File: config.mk
export PLATFORM = sky130hd
export DESIGN_NAME = ascii_dump_sequencer_flat
export DESIGN_NICKNAME = d
export VERILOG_FILES = /design/src/rtl/ascii_dump_sequencer_if.sv /design/src/rtl/ascii_dump_sequencer.sv /design/src/flat_wrapper.sv
export SDC_FILE = /design/constraint.sdc
export NUM_CORES = 1
export LEC_CHECK = 0
export BUFFER_PORTS_ARGS = -buffer_cell sky130_fd_sc_hd__buf_4
export CORE_MARGIN = 3
export CORE_UTILIZATION = 51
export DETAILED_ROUTE_END_ITERATION = 8
export PLACE_DENSITY = 0.8
export SYNTH_ARGS = -nofsm -noshare
export SYNTH_HDL_FRONTEND = slang
export SYNTH_SLANG_ARGS = --single-unit
File: constraint.sdc
create_clock -name clk -period 2.78 [get_ports clk]
set_input_delay 0.695 -clock clk [delete_from_list [all_inputs] [get_ports clk]]
set_output_delay 0.695 -clock clk [all_outputs]
set_load 0.03 [all_outputs]
File: src/rtl/ascii_dump_sequencer_if.sv
// Requester and UART-side signals of the ASCII dump sequencer.
// The master modport is the sequencer's view; the slave modport is the environment's view.
interface ascii_dump_sequencer_if #(
  parameter int NUM_REQ = 4
);
  logic [NUM_REQ-1:0]   req_valid;
  logic [NUM_REQ*7-1:0] req_data;
  logic [NUM_REQ-1:0]   req_ready;
  logic [7:0]           tx_data;
  logic                 tx_valid;
  logic                 tx_ready;
  logic                 busy;

  modport master (
    input  req_valid, req_data, tx_ready,
    output req_ready, tx_data, tx_valid, busy
  );

  modport slave (
    output req_valid, req_data, tx_ready,
    input  req_ready, tx_data, tx_valid, busy
  );
endinterface

File: src/rtl/ascii_dump_sequencer.sv
// Round-robin sharing of one bin_to_ascii converter among debug taps.
// Each granted word is streamed as "<id>:<b6..b0>\r\n" over valid/ready.
module bin_to_ascii (
  input  logic [6:0]  i_bin,
  output logic [55:0] o_ascii
);
  genvar gi;
  generate
    for (gi = 0; gi < 7; gi++) begin : g_chr
      assign o_ascii[8*gi +: 8] = i_bin[gi] ? 8'h31 : 8'h30;
    end
  endgenerate
endmodule

module ascii_dump_sequencer #(
  parameter int NUM_REQ = 4,
  parameter int DATA_W  = 7
) (
  input  logic                  clk,
  input  logic                  rst,
  ascii_dump_sequencer_if.master bus
);
  generate
    if (DATA_W != 7) begin : g_bad_data_w
      $error("ascii_dump_sequencer: DATA_W must be 7");
    end
    if (NUM_REQ < 1 || NUM_REQ > 10) begin : g_bad_num_req
      $error("ascii_dump_sequencer: NUM_REQ must be 1..10");
    end
  endgenerate

  typedef enum logic {ST_IDLE, ST_SEND} state_t;

  state_t      r_state;
  logic [3:0]  r_index;
  logic [3:0]  r_id;
  logic [3:0]  r_last_grant;
  logic [6:0]  r_word;
  logic [7:0]  r_tx_data;
  logic        r_tx_valid;

  logic [9:0]         w_valid_ext;
  logic [3:0]         w_cand [NUM_REQ];
  logic               w_found;
  logic [3:0]         w_grant_id;
  logic [NUM_REQ-1:0] w_req_ready;
  logic               w_take;
  logic [55:0]        w_ascii;
  logic [3:0]         w_next_idx;
  logic [7:0]         w_next_byte;

  assign w_valid_ext = 10'(bus.req_valid);

  // Candidate order: last_grant+1, last_grant+2, ... wrapping modulo NUM_REQ.
  genvar gi;
  generate
    for (gi = 0; gi < NUM_REQ; gi++) begin : g_cand
      assign w_cand[gi] = 4'((32'(r_last_grant) + 32'(gi) + 32'd1) % NUM_REQ);
    end
  endgenerate

  // Scan from the far end so the nearest candidate wins.
  always_comb begin
    w_found    = 1'b0;
    w_grant_id = 4'd0;
    for (int k = NUM_REQ - 1; k >= 0; k--) begin
      if (w_valid_ext[w_cand[k]]) begin
        w_found    = 1'b1;
        w_grant_id = w_cand[k];
      end
    end
  end

  generate
    for (gi = 0; gi < NUM_REQ; gi++) begin : g_ready
      assign w_req_ready[gi] = (r_state == ST_IDLE) && !rst && w_found &&
                               (w_grant_id == 4'(gi));
    end
  endgenerate

  assign w_take = |(bus.req_valid & w_req_ready);

  bin_to_ascii u_bin_to_ascii (
    .i_bin   (r_word),
    .o_ascii (w_ascii)
  );

  assign w_next_idx = r_index + 4'd1;

  always_comb begin
    w_next_byte = 8'h00;
    case (w_next_idx)
      4'd0:  w_next_byte = 8'h30 + {4'h0, r_id};
      4'd1:  w_next_byte = 8'h3A;
      4'd2, 4'd3, 4'd4, 4'd5, 4'd6, 4'd7, 4'd8:
             w_next_byte = w_ascii[8*(4'd8 - w_next_idx) +: 8];
      4'd9:  w_next_byte = 8'h0D;
      4'd10: w_next_byte = 8'h0A;
      default: w_next_byte = 8'h00;
    endcase
  end

  always_ff @(posedge clk or posedge rst) begin
    if (rst) begin
      r_state      <= ST_IDLE;
      r_index      <= 4'd0;
      r_id         <= 4'd0;
      r_last_grant <= 4'(NUM_REQ - 1);
      r_word       <= 7'd0;
      r_tx_data    <= 8'h00;
      r_tx_valid   <= 1'b0;
    end else begin
      case (r_state)
        ST_IDLE: begin
          if (w_take) begin
            r_id         <= w_grant_id;
            r_word       <= bus.req_data[7*w_grant_id +: 7];
            r_last_grant <= w_grant_id;
            r_index      <= 4'd0;
            r_tx_data    <= 8'h30 + {4'h0, w_grant_id};
            r_tx_valid   <= 1'b1;
            r_state      <= ST_SEND;
          end
        end
        ST_SEND: begin
          if (r_tx_valid && bus.tx_ready) begin
            if (r_index == 4'd10) begin
              r_tx_valid <= 1'b0;
              r_index    <= 4'd0;
              r_state    <= ST_IDLE;
            end else begin
              r_index   <= w_next_idx;
              r_tx_data <= w_next_byte;
            end
          end
        end
        default: r_state <= ST_IDLE;
      endcase
    end
  end

  assign bus.req_ready = w_req_ready;
  assign bus.tx_data   = r_tx_data;
  assign bus.tx_valid  = r_tx_valid;
  assign bus.busy      = (r_state == ST_SEND);
endmodule

File: src/flat_wrapper.sv
// flat-port wrapper written by rule: the top's interface ports become plain ports
module ascii_dump_sequencer_flat 
#(
  parameter int NUM_REQ = 4,
  parameter int DATA_W  = 7
)
  (clk, rst, bus_req_valid, bus_req_data, bus_tx_ready, bus_req_ready, bus_tx_data, bus_tx_valid, bus_busy);
  ascii_dump_sequencer_if #(.NUM_REQ(NUM_REQ)) bus_i ();
  input  logic clk;
  input  logic rst;
  input wire logic [$bits(bus_i.req_valid)-1:0] bus_req_valid;
  input wire logic [$bits(bus_i.req_data)-1:0] bus_req_data;
  input wire logic [$bits(bus_i.tx_ready)-1:0] bus_tx_ready;
  output wire logic [$bits(bus_i.req_ready)-1:0] bus_req_ready;
  output wire logic [$bits(bus_i.tx_data)-1:0] bus_tx_data;
  output wire logic [$bits(bus_i.tx_valid)-1:0] bus_tx_valid;
  output wire logic [$bits(bus_i.busy)-1:0] bus_busy;
  assign bus_i.req_valid = bus_req_valid;
  assign bus_i.req_data = bus_req_data;
  assign bus_i.tx_ready = bus_tx_ready;
  assign bus_req_ready = bus_i.req_ready;
  assign bus_tx_data = bus_i.tx_data;
  assign bus_tx_valid = bus_i.tx_valid;
  assign bus_busy = bus_i.busy;
  ascii_dump_sequencer #(.NUM_REQ(NUM_REQ), .DATA_W(DATA_W)) u_core (.clk(clk), .rst(rst), .bus(bus_i));
endmodule
==> key figures, run 1 <==
Min path
  • Min-delay worst type: reg2reg

Power and ir drop
  • Comb pwr share: 60.5%
  • Flop pwr share: 30.7%
  • Peak VDD IR: 0.000419 V
  • Pint: 0.00115 W
  • Power Total: 0.00204 W
  • Switch share: 43.8%
  • Pwr Density: 1010 nW/um^2
  • Leak: 0.933 nW
  • Clock share of power: 8.8%
  • P_sw: 0.000892 W

Clock network
  • Clock latency at the later pin of the worst-skew pair: 310 ps
  • Number of CTS-inserted buffers: 3
  • Clock Sinks: 22
  • Clock Pin Slew Worst Setup and Hold Paths: 120 ps
  • H-Tree Depth: 1
  • TritonCTS clock tree: done
  • Clock buffer depth: 2
  • CTS root buf: clkbuf_4
  • Post-CTS Setup Inserts: 0

Global routing
  • Initial antenna violation count: 0
  • Vias in the first global route: 1281
  • Total grt overflow: 0
  • Total GRT Usage: 20.6%
  • Pin count of the biggest net entering global routing: 23
  • Global-route wire length before repair: 5740 um

Critical path
  • Critical Path Sink: bus_req_ready[2]
  • Critical-path top delay cell: dfrtp_1
  • Crit. End Element: primary output
  • WP buf/inv: 1
  • Reg-to-Reg End: u_core.bus.tx_data[5]
  • Crit path from: u_core.bus.busy
  • Critical path arrival: 1890 ps
  • Worst R2R Start: u_core.r_index[1]
  • Crit path depth: 4
  • Worst reg2reg path depth: 7
  • Top delay family on crit path: flip-flops
  • Peak fanout along the critical path: 12
  • Crit-path max cell delay: 530 ps
  • Worst path required time: 2090 ps
  • Crit-path cells: a211oi_1 > nand2_1 > nor2_1 > buf_4
  • Slack of the worst reg-to-reg path: 530 ps
  • Type of origin of the critical path: flip-flop
  • Critical Setup Path Class: reg2out

Timing
  • Final setup viols: 0
  • Setup_tns: 0 ps
  • FMAX: 0.387 GHz
  • Rel. slew slack: 47.2%
  • Worst Skew: 3.84 ps
  • RSZ-0062 raised after global routing: false
  • Final Max Slew Viols: 0
  • Post-layout minimum cycle time: 2580 ps
  • Crit share post-route: 92.9%
  • Worst-Margin Slew: 791 ps
  • PnR worst setup slack: 197 ps
  • Final Hold Vio Count: 0

Routing
  • Routed vias/inst: 5.61
  • Initial detailed-routing violation count: 73
  • Pre-Repair DR Iteration Count: 4
  • Met1 WL: 1580 um
  • Top Metal Used: met4
  • DR WL met3: 164 um
  • Wire per inst: 15.3 um
  • Met2 wire length: 1970 um
  • DRC Markers: 0
  • Drt total wl: 3750 um
  • Total number of vias: 1379
  • Antenna Nets Post-Route: 0

Place
  • Global placement routability congestion: 0.807
  • Port Buffers: 46
  • Place WS: 243 ps
  • DP Wirelength: 3030 um

Logic synthesis
  • Top cells by area, synth: dfrtp_1 31%, mux4_2 8.5%, nand2_1 5.2%, ha_1 4.7%, mux2_4 4.7%
  • Seq/Total Area, Yosys: 34.7%
  • Cell taking the most area after synthesis: dfrtp_1
  • Cells after Synth: 158
  • Cell Area, Synth: 1590 um^2
  • Post-synth top area share: 31.4%
  • Distinct cells, synth: 45
  • Mean area per synthesized cell: 10.1 um^2
  • Seq cells post-synth: 22
  • Synth warn: 0

Final layout
  • Area grow syn2layout: 26.3%
  • Commonest non-fill, non-tap cells in the layout: 52 x buf_4, 22 x nand2_1, 20 x dfrtp_1
  • Antenna diode count: 0
  • Layout Nets: 246
  • Post-layout util: 69.9%
  • Most common cell after layout, fill and taps aside: buf_4
  • Share of post-route cells with drive strength above 1: 39.2%

Die
  • Initial Util: 55.4%
  • Die footprint: 3830 um^2
  • # rows: 19
  • IO Pins: 49
  • Die height: 61.9 um
  • Core Region: 2880 um^2
  • Width of the die: 61.9 um

Job
  • Max Cap Violations: 0

Outcome
  • Status: completed
[final cells by class]
type | instances | area [um^2]
Tap cell | 42 | 52.6
Multi-Input combinational cell | 121 | 961
Fill cell | 226 | 865
Sequential cell | 22 | 553
Inverter | 5 | 18.8
Timing Repair Buffer | 52 | 390
Clock buffer | 4 | 36.3
[cell usage after synthesis, drive strengths merged]
library cell / number
dfrtp: 20
ha: 6
nor3b: 2
conb: 1
nor3: 2
and2: 1
clkbuf: 5
mux4: 8
dfstp: 2
mux2: 9
xnor2: 4
o311ai: 1
or2: 1
nor2: 11
nand3b: 2
or2b: 1
nand3: 3
inv: 5
a21boi: 3
o22a: 1
buf: 6
o221ai: 1
a211oi: 1
a211o: 2
mux2i: 1
a32oi: 1
and3: 3
a21oi: 10
o21a: 1
nand2b: 4
nor2b: 1
o21ai: 8
o31ai: 1
a31oi: 4
o2111ai: 2
a22oi: 1
nand2: 22
o32ai: 1
[through the flow]
| stage | cell area [um^2] | instances | hold WS, ps |
|---|---|---|---|
| after floorplan | 1600 | 159 | 447 |
| after global placement | 1970 | 242 | 482 |
| after detailed placement | 1970 | 242 | 490 |
| after CTS | 2000 | 246 | 520 |
| after global routing | 2010 | 246 | 539 |
| final | 2010 | 246 | 518 |
[power groups by stage]
stage / sequential, W / clock (W) / combinational, W
floorplan: 0.000672 / 0 / 0.000855
global placement: 0.000620 / 0 / 0.00119
detailed placement: 0.000628 / 0 / 0.00122
CTS: 0.000622 / 0.000181 / 0.00123
global route: 0.000649 / 0.000197 / 0.00134
finish: 0.000626 / 0.000179 / 0.00123
[cell families after synthesis]
kind of cell               synth area share [%]
AOI/OAI and AO/OA                          16.3
xor gates and xnor gates                   2.67
adders and majority gates                  4.71
buffers and inverters                      5.66
DFF                                        34.7
muxes                                      20.0
other                                     0.235
and+or+nand+nor                            15.8
[registers in the layout, summed over array words and instances, names as in the netlist]
name and cells:
u_core.bus.busy 1, u_core.bus.tx_valid 1, u_core.r_id 2, u_core.r_last_grant 2, u_core.bus.tx_data 5, u_core.r_index 4
u_core.r_word 7
[metal layers]
layer,vias to the layer above,track usage [%]
met3,4,3.10
met1,667,26.1
li1,669,-
met5,-,0
met2,39,36.0
met4,0,6.97
[repair_timing]
action,CTS,global route
gates resized for setup,0,1
endpoints found under the setup margin,0,1
hold buffers,0,0
[worst reg2reg max path, delay by kind of cell, from the launching register on]
family	cells	cell delay (ps)
adders and majority gates	1	250
xor gates and xnor gates	1	470
DFF	1	490
and+or+nand+nor	1	100
AOI/OAI and AO/OA	4	830
[how the worst min path moves through the flow]
stage / startpoint / endpoint / depth (start not counted)
floorplan: u_core.r_id[1] / u_core.r_id[1] / 2
global placement: u_core.r_id[0] / u_core.r_id[0] / 1
detailed placement: u_core.r_id[0] / u_core.r_id[0] / 1
CTS: u_core.r_id[0] / u_core.r_id[0] / 1
global route: u_core.r_id[0] / u_core.r_id[0] / 1
finish: u_core.r_id[0] / u_core.r_id[0] / 1
No activity file was read; power rests on OpenSTA's default activity.
==> run 2, diff against run 1 <==
==> constraint.sdc (replaced) <==
create_clock -name clk -period 2.78 [get_ports clk]
set_input_delay 0.695 -clock clk [delete_from_list [all_inputs] [get_ports clk]]
set_output_delay 0.695 -clock clk [all_outputs]
set_load 0.1 [all_outputs]
==> run 2 against run 1 <==
Die area unchanged. Design area up 2.4%. Register-to-register slack worse by 110 ps. Critical path depth up 2. First-iteration DRC count down 70%. Combinational power up 28%. Setup slack worse by 89 ps. Total power up 17%. Critical endpoint is now bus_req_ready[1].
==> key figures, run 2 (synthesized netlist as in run 1, its figures left out) <==
Min path
  • Hold_sp: u_core.r_id[1]
  • Hold path depth: 2 (+1)
  • Worst Hold End: u_core.r_id[1]
  • Min-delay worst type: reg2reg

Critical path
  • Worst path required time: 2090 ps (about the same)
  • Slack of the worst reg-to-reg path: 420 ps (-110 ps)
  • Type of origin of the critical path: flip-flop
  • Worst R2R Start: u_core.r_index[1]
  • Worst reg2reg path depth: 6 (-1)
  • Reg-to-Reg End: u_core.bus.tx_data[0]
  • Critical Setup Path Class: reg2out
  • Peak fanout along the critical path: 9 (-3)
  • Critical path arrival: 1980 ps (+90 ps)
  • Crit. End Element: primary output

Timing
  • Final Hold Vio Count: 0 (unchanged)
  • Worst Skew: 3.54 ps (-0.301 ps)
  • Crit share post-route: 96.1% (+3.2 points)
  • Final setup viols: 0 (unchanged)
  • PnR worst setup slack: 108 ps (-89.2 ps)
  • Post-layout minimum cycle time: 2670 ps (+89.2 ps)
  • Rel. slew slack: 38.8% (-8.4 points)
  • FMAX: 0.374 GHz (-3.3%)
  • Setup_tns: 0 ps (unchanged)
  • RSZ-0062 raised after global routing: false
  • Worst-Margin Slew: 912 ps (+121 ps)
  • Final Max Slew Viols: 0 (unchanged)

Global routing
  • Pin count of the biggest net entering global routing: 23 (unchanged)
  • Total grt overflow: 0 (unchanged)
  • Vias in the first global route: 1290 (+0.70%)
  • Initial antenna violation count: 0 (unchanged)
  • Total GRT Usage: 19.3% (-1.3 points)
  • Global-route wire length before repair: 5550 um (-3.2%)

Routing
  • Routed vias/inst: 5.50 (-1.8%)
  • Total number of vias: 1359 (-1.5%)
  • Drt total wl: 3570 um (-4.8%)
  • DRC Markers: 0 (unchanged)
  • Pre-Repair DR Iteration Count: 4 (unchanged)
  • Initial detailed-routing violation count: 22 (-70%)
  • Antenna Nets Post-Route: 0 (unchanged)
  • Wire per inst: 14.5 um (-5.2%)

Job
  • Max Cap Violations: 0 (unchanged)

Die
  • Die footprint: 3830 um^2 (unchanged)
  • Die height: 61.9 um (unchanged)
  • Initial Util: 55.4% (unchanged)
  • Width of the die: 61.9 um (unchanged)
  • # rows: 19 (unchanged)
  • IO Pins: 49 (unchanged)
  • Core Region: 2880 um^2 (unchanged)

Clock network
  • Clock buffer depth: 2 (unchanged)
  • CTS root buf: clkbuf_4
  • TritonCTS clock tree: done
  • Number of CTS-inserted buffers: 3 (unchanged)
  • Clock latency at the later pin of the worst-skew pair: 310 ps (about the same)
  • Post-CTS Setup Inserts: 0 (unchanged)
  • Clock Pin Slew Worst Setup and Hold Paths: 120 ps (about the same)
  • H-Tree Depth: 1 (unchanged)
  • Clock Sinks: 22 (unchanged)

Final layout
  • Number of flip-flops in the largest register: 7 (unchanged)
  • Antenna diode count: 0 (unchanged)
  • Register name with the most flops: u_core.r_word
  • Area grow syn2layout: 29.4%
  • Most common cell after layout, fill and taps aside: buf_4
  • Layout Nets: 247 (+0.41%)
  • Commonest non-fill, non-tap cells in the layout: 52 x buf_4, 22 x nand2_1, 19 x dfrtp_1
  • Fillers: 213 (-5.8%)
  • Share of post-route cells with drive strength above 1: 42.0% (+2.7 points)

Place
  • Place WS: 163 ps (-80.0 ps)
  • DP Wirelength: 2880 um (-4.9%)
  • Port Buffers: 46 (unchanged)
  • Global placement routability congestion: 0.868 (+7.6%)

Power and ir drop
  • Leak: 0.948 nW (+1.7%)
  • Pwr Density: 1150 nW/um^2 (+14%)
  • Peak VDD IR: 0.000497 V (+19%)

Outcome
  • Status: completed
[run 2: cell count changes in the layout (fill, tap and decap cells not counted), sizes merged]
cell,before,now
buf,52,53
[run 2: worst max-delay path by stage]
| stage | startpoint | endpoint | slack (ps) | cells after the start |
|---|---|---|---|---|
| floorplan | bus_req_valid[2] | bus_req_ready[1] | -110 | 5 |
| global placement | bus_req_valid[2] | bus_req_ready[1] | 200 | 6 |
| detailed placement | bus_req_valid[2] | bus_req_ready[1] | 160 | 6 |
| CTS | u_core.r_last_grant[1] | bus_req_ready[0] | 20 | 6 |
| global route | u_core.r_last_grant[1] | bus_req_ready[0] | 20 | 6 |
| finish | u_core.r_last_grant[1] | bus_req_ready[1] | 110 | 6 |
[run 2: what timing repair did]
action | in CTS | in global routing
hold endpoints to repair | 0 | 0
hold buffers | 0 | 0
gates resized for setup | 0 | 4
setup endpoints to repair | 0 | 1
[run 2: cell type report]
class / count / area (um^2) / area share, %
inverter: 5 / 18.8 / 0.911
sequential: 22 / 554 / 26.9
clock buffer: 4 / 36.3 / 1.76
multi-input combinational: 121 / 988 / 48.0
tap: 42 / 52.6 / 2.55
timing repair buffer: 53 / 410 / 19.9
[run 2: worst max-delay path, cell delays in order (launching register included)]
cell	delay, ps
dfstp_2	620
a21oi_2	70
a31oi_1	170
a21oi_2	100
buf_4	200
nor3b_4	190
buf_4	310
[run 2: metal layers]
| layer | GRT usage (%) | share of wire [%] | wire [um] | vias to the layer above |
|---|---|---|---|---|
| met2 | 33.9 | 52 | 1850 | 53 |
| met4 | 6.97 | 0.76 | 27 | 0 |
| met1 | 24.2 | 42 | 1490 | 639 |
| li1 | - | - | - | 665 |
| met3 | 2.69 | 5.8 | 207 | 2 |
| met5 | 0 | 0 | 0 | - |
[run 2: metrics by stage]
stage                     hold slack (ps)  instances  total power [W]  util [%]  instance area (um^2)
after floorplan                       447        159          0.00187         -                  1630
after global placement                481        243          0.00215      69.8                  2010
after detailed placement              491        243          0.00219      69.8                  2010
after CTS                             523        247          0.00237      71.1                  2040
after global routing                  544        247          0.00252      71.6                  2060
final                                 522        247          0.00238      71.6                  2060
[run 2: power breakdown]
group          switching (W)  internal, W
logic               0.000982     0.000594
registers           0.000140     0.000482
clock network      0.0000979    0.0000799
==> run 3, diff against run 2 <==
- ABC_AREA: unset -> 1
- CORE_UTILIZATION: 51 -> 53
==> run 3 against run 2 <==
Highest routed layer unchanged. Final cell count grew 57%. Count of clock-buffer cells in the layout unchanged. Largest cell class unchanged. Synthesized area up 17%. Worst hold slack got worse by 68 ps. Largest power group is now sequential cells. The run now ends with negative setup slack left. Sequential share of layout area down 4.7 points.
==> key figures, run 3 <==
Outcome
  • Status: finished, violations left
  • Failing checks: negative setup slack

Logic synthesis
  • Most common cell in the synthesized netlist: nand2_1
  • Cell Area, Synth: 1860 um^2 (+17%)
  • Seq cells post-synth: 22 (unchanged)
  • Main synth FF type: dfrtp_1
  • Cell taking the most area after synthesis: nand2_1
  • Async SR Flop Fraction: 100% (unchanged)
  • Post-synth top area share: 28.7% (-2.7 points)
  • Number of synthesized flops with an enable pin: 0 (unchanged)
  • Top cells by area, synth: nand2_1 29%, dfrtp_1 27%, nand3_1 8.1%, nand2_2 5.4%, ha_1 4.0%
  • Cells after Synth: 293 (+85%)
  • Mean area per synthesized cell: 6.34 um^2 (-37%)
  • Synth top cells by count: 142 x nand2_1, 30 x nand3_1, 20 x dfrtp_1, 19 x inv_1, 16 x nand2_2
  • Distinct cells, synth: 30 (-33%)
  • Synth warn: 0 (unchanged)
  • Seq/Total Area, Yosys: 29.8% (-4.9 points)

Routing
  • Total number of vias: 1907 (+40%)
  • Routed vias/inst: 4.90 (-11%)
  • Initial detailed-routing violation count: 143 (+550%)
  • Drt total wl: 4380 um (+23%)
  • Antenna Nets Post-Route: 0 (unchanged)
  • Pre-Repair DR Iteration Count: 6 (+2)
  • DRC Markers: 0 (unchanged)
  • Wire per inst: 11.3 um (-22%)

Global routing
  • Grt met3 use: 2.74% (+0.049 points)
  • GR Util met1: 26.6% (+2.4 points)
  • Vias in the first global route: 1758 (+36%)
  • Pin count of the biggest net entering global routing: 23 (unchanged)
  • Initial antenna violation count: 0 (unchanged)
  • Total GRT Usage: 21.5% (+2.2 points)
  • Total grt overflow: 0 (unchanged)
  • GRT Max-Usage Layer: met2
  • Global-route wire length before repair: 7320 um (+32%)
  • Grt met2 use: 38.3% (+4.4 points)

Final layout
  • Antenna diode count: 0 (unchanged)
  • Fillers: 257 (+21%)
  • Final Cell Area: 2490 um^2 (+21%)
  • Number of flip-flops in the largest register: 7 (unchanged)
  • Area grow syn2layout: 34.2%
  • Commonest non-fill, non-tap cells in the layout: 131 x nand2_1, 52 x buf_4, 29 x nand3_1
  • Register name with the most flops: u_core.r_word
  • Layout Nets: 387 (+57%)
  • Most common cell after layout, fill and taps aside: nand2_1
  • Share of post-route cells with drive strength above 1: 32.2% (-9.8 points)

Place
  • Global placement routability congestion: 0.902 (+3.9%)
  • Port Buffers: 46 (unchanged)
  • Placed inst area: 2320 um^2 (+15%)
  • Place WS: -6.15 ps (-169 ps)
  • DP Wirelength: 3310 um (+15%)

Die
  • Initial Util: 58.0% (+2.6 points)
  • IO Pins: 49 (unchanged)
  • Die height: 65.2 um (+5.3%)
  • Die footprint: 4250 um^2 (+11%)
  • Width of the die: 65.2 um (+5.3%)
  • # rows: 20 (+1)
  • Core Region: 3200 um^2 (+11%)

Power and ir drop
  • Power Total: 0.000648 W (-73%)
  • Leak: 1.45 nW (+53%)
  • Peak VDD IR: 0.000153 V (-69%)
  • Pwr Density: 260 nW/um^2 (-77%)

Clock network
  • TritonCTS clock tree: done
  • Clock latency at the later pin of the worst-skew pair: 310 ps (about the same)
  • H-Tree Depth: 1 (unchanged)
  • Hold buffers post-CTS: 0 (unchanged)
  • CTS root buf: clkbuf_4
  • Clock Pin Slew Worst Setup and Hold Paths: 120 ps (about the same)
  • Number of CTS-inserted buffers: 3 (unchanged)
  • Clock buffer depth: 2 (unchanged)
  • Clock Sinks: 22 (unchanged)

Timing
  • Post-layout minimum cycle time: 2810 ps (+133 ps)
  • Crit share post-route: 101% (+4.8 points)
  • PnR worst setup slack: -25.1 ps (-133 ps)
  • Min Hold Slack: 453 ps (-68.5 ps)
  • Final Hold Vio Count: 0 (unchanged)
  • Final setup viols: 4 (+4)
  • RSZ-0062 raised after global routing: true
  • Worst Skew: 2.02 ps (-1.52 ps)
  • Final Max Slew Viols: 0 (unchanged)
  • FMAX: 0.356 GHz (-4.8%)

Min path
  • Min-delay worst type: in2async

Job
  • Max Cap Violations: 0 (unchanged)

Critical path
  • Critical Setup Path Class: reg2out
  • Type of origin of the critical path: flip-flop
  • Slack of the worst reg-to-reg path: 670 ps (+250 ps)
  • Critical path arrival: 2110 ps (+130 ps)
  • Peak fanout along the critical path: 5 (-4)
  • Crit. End Element: primary output
  • Worst path required time: 2090 ps (about the same)
## run 3: cell types whose count changed in the layout (fill, tap and decap cells not counted), moves of 6 or more
| cell | delta |
|---|---|
| inv_1 | +12 |
| mux4_2 | -6 |
| nand2_1 | +109 |
| nand2_2 | +24 |
| nand3_1 | +26 |
## run 3: cell type report
cell class	count	area [um^2]	area share, %
tap	44	55.1	2.21
inverter	26	128	5.12
multi-input combinational	235	1230	49.2
timing repair buffer	58	493	19.8
sequential	22	553	22.2
clock buffer	4	36.3	1.46
## run 3: layer usage
layer  vias to the layer above  wire length (um)  part of all wire [%]
li1                       1021                 -                     -
met1                       821              1980                    45
met2                        57              2070                    47
met3                         8               263                   6.0
met4                         0                70                   1.6
met5                         -                 0                     0
## run 3: final timing paths
path	from	depth (start not counted)	to
min in group clk	u_core.bus.tx_data[1]	2	u_core.bus.tx_data[1]
hold / removal	rst	3	u_core.bus.tx_data[0]
setup / recovery	u_core.r_last_grant[0]	12	bus_req_ready[0]
setup reg to reg	u_core.r_last_grant[0]	9	u_core.r_last_grant[1]
max in group asynchronous	rst	3	u_core.r_last_grant[1]
hold reg to reg	u_core.bus.tx_data[1]	2	u_core.bus.tx_data[1]
## run 3: critical path, cell delays in order (launching register included)
cell	delay (ps)
dfstp_2	560
buf_6	130
nand2_2	70
o21ai_4	80
nand2_1	90
nand2_2	90
nand2_4	60
nand2_2	70
nand2_4	70
nand2_8	90
inv_8	50
nor3_4	210
buf_12	200
## run 3: cells by family after synthesis
group	Yosys count	synth area share (%)
simple gates	208	49.9
other cells	1	0.202
flops	22	29.8
buf+inv	37	10.2
xor+xnor	1	0.472
compound gates	18	5.39
fa+ha+maj	6	4.04
## run 3: through the flow
stage / util (%) / setup TNS, ps / std cells
floorplan: - / -753 / 294
global placement: 72.3 / 0 / 382
detailed placement: 72.3 / -6.15 / 382
CTS: 75.9 / -5.10 / 389
global route: 77.8 / -529 / 389
finish: 77.8 / -63.0 / 389
## run 3: repair_timing
item	in CTS	in global routing
setup endpoints to repair	4	4
pin swaps	3	13
hold endpoints to repair	0	0
buffers inserted	3	0
gates resized for setup	15	19
## run 3: report_power, final
group	leakage [nW]	internal (W)	switching (W)
combinational	1.15	0.0000654	0.0000864
clock	0.0210	0.0000801	0.0000962
sequential	0.274	0.000320	0
